--- config.mk ---
export PLATFORM = sky130hd
export DESIGN_NAME = dual_counter_flat
export DESIGN_NICKNAME = d
export VERILOG_FILES = /design/src/rtl/dual_counter_if.sv /design/src/rtl/dual_counter.sv /design/src/flat_wrapper.sv
export SDC_FILE = /design/constraint.sdc
export NUM_CORES = 1
export LEC_CHECK = 0
export BUFFER_PORTS_ARGS = -buffer_cell sky130_fd_sc_hd__buf_2
export CAP_MARGIN = 20
export CORE_AREA = 2 2 39 41
export CTS_CLUSTER_DIAMETER = 150
export DETAILED_ROUTE_END_ITERATION = 16
export DIE_AREA = 0 0 41 43
export PLACE_DENSITY = 0.63
export SYNTH_ARGS = -nofsm -noshare
export SYNTH_HDL_FRONTEND = slang
export SYNTH_SLANG_ARGS = --single-unit
export TNS_END_PERCENT = 5
--- constraint.sdc ---
create_clock -name clk -period 3.7 [get_ports clk]
set_clock_uncertainty 0.2 [all_clocks]
set_input_delay 0.37 -clock clk [delete_from_list [all_inputs] [get_ports clk]]
set_output_delay 0.37 -clock clk [all_outputs]
set_load 0.02 [all_outputs]
--- src/rtl/dual_counter_if.sv ---
// Pin bundle for dual_counter: control/load inputs towards the counter,
// registered counter, history and flag outputs back from it.
interface dual_counter_if #(
   parameter int W = 3
);
   logic         a;
   logic         b;
   logic         clr;
   logic         ld;
   logic [W-1:0] din;
   logic         c;
   logic [W-1:0] s1;
   logic [W-1:0] s2;
   logic         ovf;
   logic         unf;

   modport master (
      output a, b, clr, ld, din,
      input  c, s1, s2, ovf, unf
   );

   modport slave (
      input  a, b, clr, ld, din,
      output c, s1, s2, ovf, unf
   );
endinterface

--- src/rtl/dual_counter.sv ---
// Up/down counter with clear/load, sticky overflow/underflow flags, plus a
// registered a&b strobe and a W-deep shift history of that strobe.
module dual_counter #(
   parameter int           W    = 3,
   parameter int           WRAP = 1,
   parameter logic [W-1:0] INIT = '0
) (
   input  logic          clk,
   input  logic          rstn,
   dual_counter_if.slave bus
);
   localparam logic [W-1:0] MAX = '1;
   localparam logic [W-1:0] ONE = {{(W-1){1'b0}}, 1'b1};

   logic         c_q,   c_d;
   logic [W-1:0] s1_q,  s1_d;
   logic [W-1:0] s2_q,  s2_d;
   logic         ovf_q, ovf_d;
   logic         unf_q, unf_d;

   // NOTE: every variable is given a default first so no branch leaves it
   // unassigned; a missing default in always_comb infers a latch.
   always_comb begin
      c_d   = bus.a & bus.b;
      s2_d  = {s2_q[W-2:0], c_d};
      s1_d  = s1_q;
      ovf_d = ovf_q;
      unf_d = unf_q;

      if (bus.clr) begin
         s1_d  = INIT;
         ovf_d = 1'b0;
         unf_d = 1'b0;
      end else if (bus.ld) begin
         s1_d = bus.din;
      end else if (bus.a) begin
         if (bus.b) begin
            if (s1_q == MAX) begin
               ovf_d = 1'b1;
               s1_d  = (WRAP != 0) ? '0 : MAX;
            end else begin
               s1_d = s1_q + ONE;
            end
         end else begin
            if (s1_q == '0) begin
               unf_d = 1'b1;
               s1_d  = (WRAP != 0) ? MAX : '0;
            end else begin
               s1_d = s1_q - ONE;
            end
         end
      end
   end

   // NOTE: state flops use non-blocking assignments so every flop samples the
   // pre-edge value of its _d input regardless of statement order.
   always_ff @(posedge clk or negedge rstn) begin
      if (!rstn) begin
         c_q   <= 1'b0;
         s1_q  <= INIT;
         s2_q  <= '0;
         ovf_q <= 1'b0;
         unf_q <= 1'b0;
      end else begin
         c_q   <= c_d;
         s1_q  <= s1_d;
         s2_q  <= s2_d;
         ovf_q <= ovf_d;
         unf_q <= unf_d;
      end
   end

   assign bus.c   = c_q;
   assign bus.s1  = s1_q;
   assign bus.s2  = s2_q;
   assign bus.ovf = ovf_q;
   assign bus.unf = unf_q;
endmodule

--- src/flat_wrapper.sv ---
// flat-port wrapper written by rule: the top's interface ports become plain ports
module dual_counter_flat 
#(
   parameter int           W    = 3,
   parameter int           WRAP = 1,
   parameter logic [W-1:0] INIT = '0
)
  (clk, rstn, bus_a, bus_b, bus_clr, bus_ld, bus_din, bus_c, bus_s1, bus_s2, bus_ovf, bus_unf);
  dual_counter_if #(.W(W)) bus_i ();
  input  logic clk;
  input  logic rstn;
  input wire logic [$bits(bus_i.a)-1:0] bus_a;
  input wire logic [$bits(bus_i.b)-1:0] bus_b;
  input wire logic [$bits(bus_i.clr)-1:0] bus_clr;
  input wire logic [$bits(bus_i.ld)-1:0] bus_ld;
  input wire logic [$bits(bus_i.din)-1:0] bus_din;
  output wire logic [$bits(bus_i.c)-1:0] bus_c;
  output wire logic [$bits(bus_i.s1)-1:0] bus_s1;
  output wire logic [$bits(bus_i.s2)-1:0] bus_s2;
  output wire logic [$bits(bus_i.ovf)-1:0] bus_ovf;
  output wire logic [$bits(bus_i.unf)-1:0] bus_unf;
  assign bus_i.a = bus_a;
  assign bus_i.b = bus_b;
  assign bus_i.clr = bus_clr;
  assign bus_i.ld = bus_ld;
  assign bus_i.din = bus_din;
  assign bus_c = bus_i.c;
  assign bus_s1 = bus_i.s1;
  assign bus_s2 = bus_i.s2;
  assign bus_ovf = bus_i.ovf;
  assign bus_unf = bus_i.unf;
  dual_counter #(.W(W), .WRAP(WRAP), .INIT(INIT)) u_core (.clk(clk), .rstn(rstn), .bus(bus_i));
endmodule
==> results of run 1 <==
==> final cells by class <==
cell class	count	area, um2
timing repair buffer	18	95.1
fill	149	825
clock buffer	3	22.5
tap	16	20.0
sequential	8	200
multi-input combinational	27	203
inverter	5	18.8
==> flip-flops by register name, indices dropped and copies added (netlist names) <==
name	count
u_core.bus.unf	1
u_core.bus.ovf	1
u_core.bus.s1	3
u_core.bus.s2	3
==> kinds of logic (layout without fill, tap and decap cells) <==
family / count (synthesis) / count (layout) / share of synthesized area (%)
AOI/OAI and AO/OA: 12 / 12 / 20.1
adders and majority gates: 4 / 4 / 11.7
buffers and inverters: 6 / 26 / 6.12
DFF: 8 / 8 / 46.6
and+or+nand+nor: 11 / 11 / 15.5
==> per-layer routing <==
metal | vias to the layer above | part of all wire, % | track usage (%)
met5 | - | 0 | 0
met3 | 2 | 3.7 | 1.57
met4 | 0 | 1.3 | 10.0
met1 | 185 | 41 | 15.4
met2 | 13 | 53 | 24.4
li1 | 188 | - | -
==> power groups by stage <==
stage / Combinational, mW / Sequential (mW) / Clock, mW
2_1_floorplan: 0.0185 / 0.104 / 0
3_3_place_gp: 0.0417 / 0.0975 / 0
3_5_place_dp: 0.0424 / 0.0983 / 0
4_1_cts: 0.0437 / 0.0968 / 0.0699
5_1_grt: 0.0492 / 0.0975 / 0.0725
6_report: 0.0435 / 0.0970 / 0.0688
==> how the worst max path moves through the flow <==
stage	from	slack (ps)	to
floorplan	u_core.bus.s1[0]	1950	u_core.bus.s1[2]
global placement	u_core.bus.s1[0]	2000	u_core.bus.s1[1]
detailed placement	u_core.bus.s1[0]	1950	u_core.bus.s1[2]
CTS	u_core.bus.s1[0]	1920	u_core.bus.s1[2]
global route	u_core.bus.s1[0]	1870	u_core.bus.s1[2]
finish	u_core.bus.s1[0]	1940	u_core.bus.s1[1]
==> cell usage in the layout (no fill, tap or decap), drive strengths merged <==
master	n
a221oi	1
nor3b	1
or3	2
a21oi	4
a221o	1
o22ai	1
dfrtp	8
a41oi	1
inv	5
dlygate4sd3	1
a211oi	1
a2111oi	1
nor2	1
buf	17
o21bai	1
and2	1
ha	4
clkbuf	3
nor3	1
nor2b	2
a21boi	1
nand2b	3
==> critical path: stages, from the launching register on <==
cell and delay [ps]:
dfrtp_1 410, ha_1 220, ha_1 220, nand2b_1 150, a221o_1 330, a21oi_1 140
==> impl_metrics.ini, run 1 <==
[worst_setup_path]
rr_worst_depth = 5
worstPathRequired_ps = 3690
path_class = flip-flop to flip-flop
cp-start-kind = flip-flop
r2r-start = u_core.bus.s1[0]
endpoint_kind = flip-flop
path_max_fanout = 4
rrSetupSlack_ps = 1940
regToRegEndpoint = u_core.bus.s1[1]
arrival_ps = 1740

[hold_path]
min_path_type = input port to flip-flop
hold_path_startpoint = bus_clr
holdPathStages = 2
hold_end = u_core.bus.s1[1]

[sta]
rsz0062_at_grt = no
setup_viol = 0
fin_tns_setup_ps = 0
post-route-min-period_ps = 1760
slew_violations = 0
fin_ws_ps = 1940
slew_headroom_pct = 72.9
hold_viol_final = 0
timing.final.crit_share_pct = 47.5
worstMarginPinSlew_ps = 406
max_freq_mhz = 569
whs_ps = 158

[synth]
synth_nets = 54
synthTopCellsByCount = dfrtp_1 (8), inv_1 (5), a21oi_1 (4), ha_1 (4), nand2b_1 (3)
synth_most_common_cell = dfrtp_1
synth_edf_count = 0
syn_inst = 41
netlist_area_um2 = 429
ys_warn_count = 0
ys_types = 20
synth_async_sr_flop_share_pct = 100
ys_seq_elements = 8
post-synth-top-area-cell = dfrtp_1
syn_avg_cell_area_um2 = 10.5
synth_flop_cell = dfrtp_1
seq_area_frac_synth_pct = 46.6
synthTopCellsByArea = dfrtp_1 (47%), ha_1 (12%), a21oi_1 (4.7%)
yosysTopAreaCellShare_pct = 46.6

[cts]
cts_buffer_depth = 2
clock_latency_ps = 260
cts_tree = yes
clkTransAtPathRegs_ps = 60
post_cts_buffers = 0
clock-root-buffer = clkbuf_4
cts.htree.levels = 1
cts_hold_buffers = 1
cts-buffers-inserted = 3
cts_sinks = 8
cts.repair.resized = 0

[final_layout]
final_util_pct = 40.4
stdcell_area_um2 = 559
stdcell_count = 77
syn_to_final_growth_pct = 30.3
drive_gt1_share_pct = 32.8
fin_nets = 76
diodes = 0

[place]
placed_cell_area_um2 = 527
place_ws_ps = 1950
io_buffers = 17
place.gp.congestion = 0.693
hpwl_um = 825
dp_cells = 73

[pwr]
switching_power_uw = 61.9
p_clk_share_pct = 32.9
ir_drop_mv = 0.0910
power_frac_comb_pct = 20.8
p_per_area_nw_per_um2 = 374
p_leak_nw = 0.290
power_uw = 209
internal-power_uw = 147
swShare_pct = 29.6
pwr-share-seq_pct = 46.3

[routing]
avgViaCountPerCell = 5.04
wl_per_cell_um = 14.3
ant_nets = 0
drtIter0Drc = 11
vias = 388
dr.pass1.iters = 4
drc = 0
drt-total-wl_mm = 1.10

[floorplan]
io_pins = 18
rows = 14
start_util_pct = 31.0
fp.dieH_um = 43
die-area_um2 = 1760
core_area_um2 = 1380
die_w_um = 41

[grt]
antenna_found_initial = 0
grt_pass1_vias = 394
grt_use_total_pct = 14.4
overflow = 0
grt_pass1_wl_mm = 1.67
grt_max_degree = 9

[run_status]
run_status = finished, final reports clean

[flow_run]
cap_violations = 0
No activity file was read; power rests on OpenSTA's default activity.
==> run 2: changes to the inputs <==
--- a/config.mk
+++ b/config.mk
@@ -11,7 +11,7 @@
 export CTS_CLUSTER_DIAMETER = 150
 export DETAILED_ROUTE_END_ITERATION = 16
 export DIE_AREA = 0 0 41 43
-export PLACE_DENSITY = 0.63
+export PLACE_DENSITY = 0.65
 export SYNTH_ARGS = -nofsm -noshare
 export SYNTH_HDL_FRONTEND = slang
 export SYNTH_SLANG_ARGS = --single-unit
==> constraint.sdc (replaced) <==
create_clock -name clk -period 1.45 [get_ports clk]
set_clock_uncertainty 0.2 [all_clocks]
set_input_delay 0.145 -clock clk [delete_from_list [all_inputs] [get_ports clk]]
set_output_delay 0.145 -clock clk [all_outputs]
set_load 0.02 [all_outputs]
==> impl_metrics.ini, run 2 (synthesized netlist as in run 1, its figures left out) <==
[grt]
grt_max_degree = 9
grt_pass1_wl_mm = 1.75
overflow = 0
grt_use_total_pct = 14.7
grt_pass1_vias = 408
antenna_found_initial = 0

[worst_setup_path]
cp-start-kind = flip-flop
rrSetupSlack_ps = -210
regToRegEndpoint = u_core.bus.s1[1]
r2r-start = u_core.bus.s1[0]
worstPathRequired_ps = 1440
path_max_fanout = 4
endpoint_kind = flip-flop
path_class = flip-flop to flip-flop
arrival_ps = 1650
rr_worst_depth = 5

[routing]
vias = 414
drc = 0
drtIter0Drc = 1
ant_nets = 0
drt-total-wl_mm = 1.17
wl_per_cell_um = 13.4
dr.pass1.iters = 2
avgViaCountPerCell = 4.76

[sta]
timing.final.crit_share_pct = 114
rsz0062_at_grt = yes
max_freq_mhz = 604
setup_viol = 4
slew_headroom_pct = 82.1
fin_tns_setup_ps = -517
fin_ws_ps = -206
whs_ps = 14.2
worstMarginPinSlew_ps = 267
hold_viol_final = 0
slew_violations = 0
post-route-min-period_ps = 1660

[pwr]
p_leak_nw = 0.341
p_per_area_nw_per_um2 = 834
power_uw = 632
ir_drop_mv = 0.550

[cts]
cts_buffer_depth = 2
clock-root-buffer = clkbuf_4
clock_latency_ps = 260
cts-buffers-inserted = 3
cts.htree.levels = 1
cts_sinks = 8
clkTransAtPathRegs_ps = 70
cts_tree = yes

[run_status]
failed_checks = setup timing
run_status = finished, violations left

[place]
hpwl_um = 761
placed_cell_area_um2 = 593
place.gp.congestion = 0.708
place_ws_ps = -205
dp_cells = 77
io_buffers = 17

[floorplan]
die_w_um = 41
fp.dieH_um = 43
core_area_um2 = 1380
start_util_pct = 31.0
io_pins = 18
rows = 14
die-area_um2 = 1760

[hold_path]
hold_path_startpoint = bus_ld
min_path_type = input port to flip-flop
holdPathStages = 3
hold_end = u_core.bus.s1[2]

[final_layout]
final_common_cell = buf_2
final_cell_mix = buf_2 (17), dfrtp_1 (6), dlygate4sd3_1 (5), buf_4 (5), ha_4 (4)
final_util_pct = 54.8
syn_to_final_growth_pct = 76.7
stdcell_area_um2 = 758
fin_nets = 85
n_fill_cell = 129
drive_gt1_share_pct = 59.2
stdcell_count = 87
diodes = 0

[flow_run]
cap_violations = 0
run 2: cell type report:
type / count / area (um2) / share of cell area, %
Clock buffer: 4 / 26.3 / 3.47
Inverter: 5 / 21.3 / 2.81
Multi-Input combinational cell: 27 / 315 / 41.6
Sequential cell: 8 / 203 / 26.7
Tap cell: 16 / 20.0 / 2.64
Timing Repair Buffer: 27 / 173 / 22.8
run 2: timing repair:
item / in CTS / in global routing
pin swaps: 3 / 5
setup endpoints to repair: 4 / 5
setup buffers: 0 / 1
hold buffers: 5 / 0
endpoints found under the hold margin: 13 / 0
gates resized for setup: 1 / 13
run 2: per-layer routing:
metal / vias up / wire, um / global-route usage (%)
li1: 207 / - / -
met1: 193 / 511 / 19.1
met2: 12 / 595 / 21.6
met3: 2 / 50 / 4.71
met4: 0 / 12 / 6.00
met5: - / 0 / 0
run 2: how the worst max path moves through the flow:
stage	cells after the start	from	end
finish	5	u_core.bus.s1[0]	u_core.bus.s1[1]
global route	5	u_core.bus.s1[0]	u_core.bus.s1[2]
CTS	5	u_core.bus.s1[0]	u_core.bus.s1[1]
detailed placement	5	u_core.bus.s1[0]	u_core.bus.s1[1]
global placement	5	u_core.bus.s1[0]	u_core.bus.s1[1]
floorplan	5	u_core.bus.s1[1]	u_core.bus.s1[2]
run 2: where the power goes:
group / total (mW) / internal, mW / switching (mW) / leakage (nW)
sequential: 0.252 / 0.236 / 0.0157 / 0.102
clock: 0.195 / 0.106 / 0.0896 / 0.0150
combinational: 0.185 / 0.0936 / 0.0914 / 0.224
total: 0.632 / 0.436 / 0.197 / 0.341
run 2: worst max-delay path: stages, from the launching register on:
cell	delay, ps
dfrtp_2	460
ha_4	190
ha_4	150
nand2b_4	120
a221o_1	320
a21oi_2	140
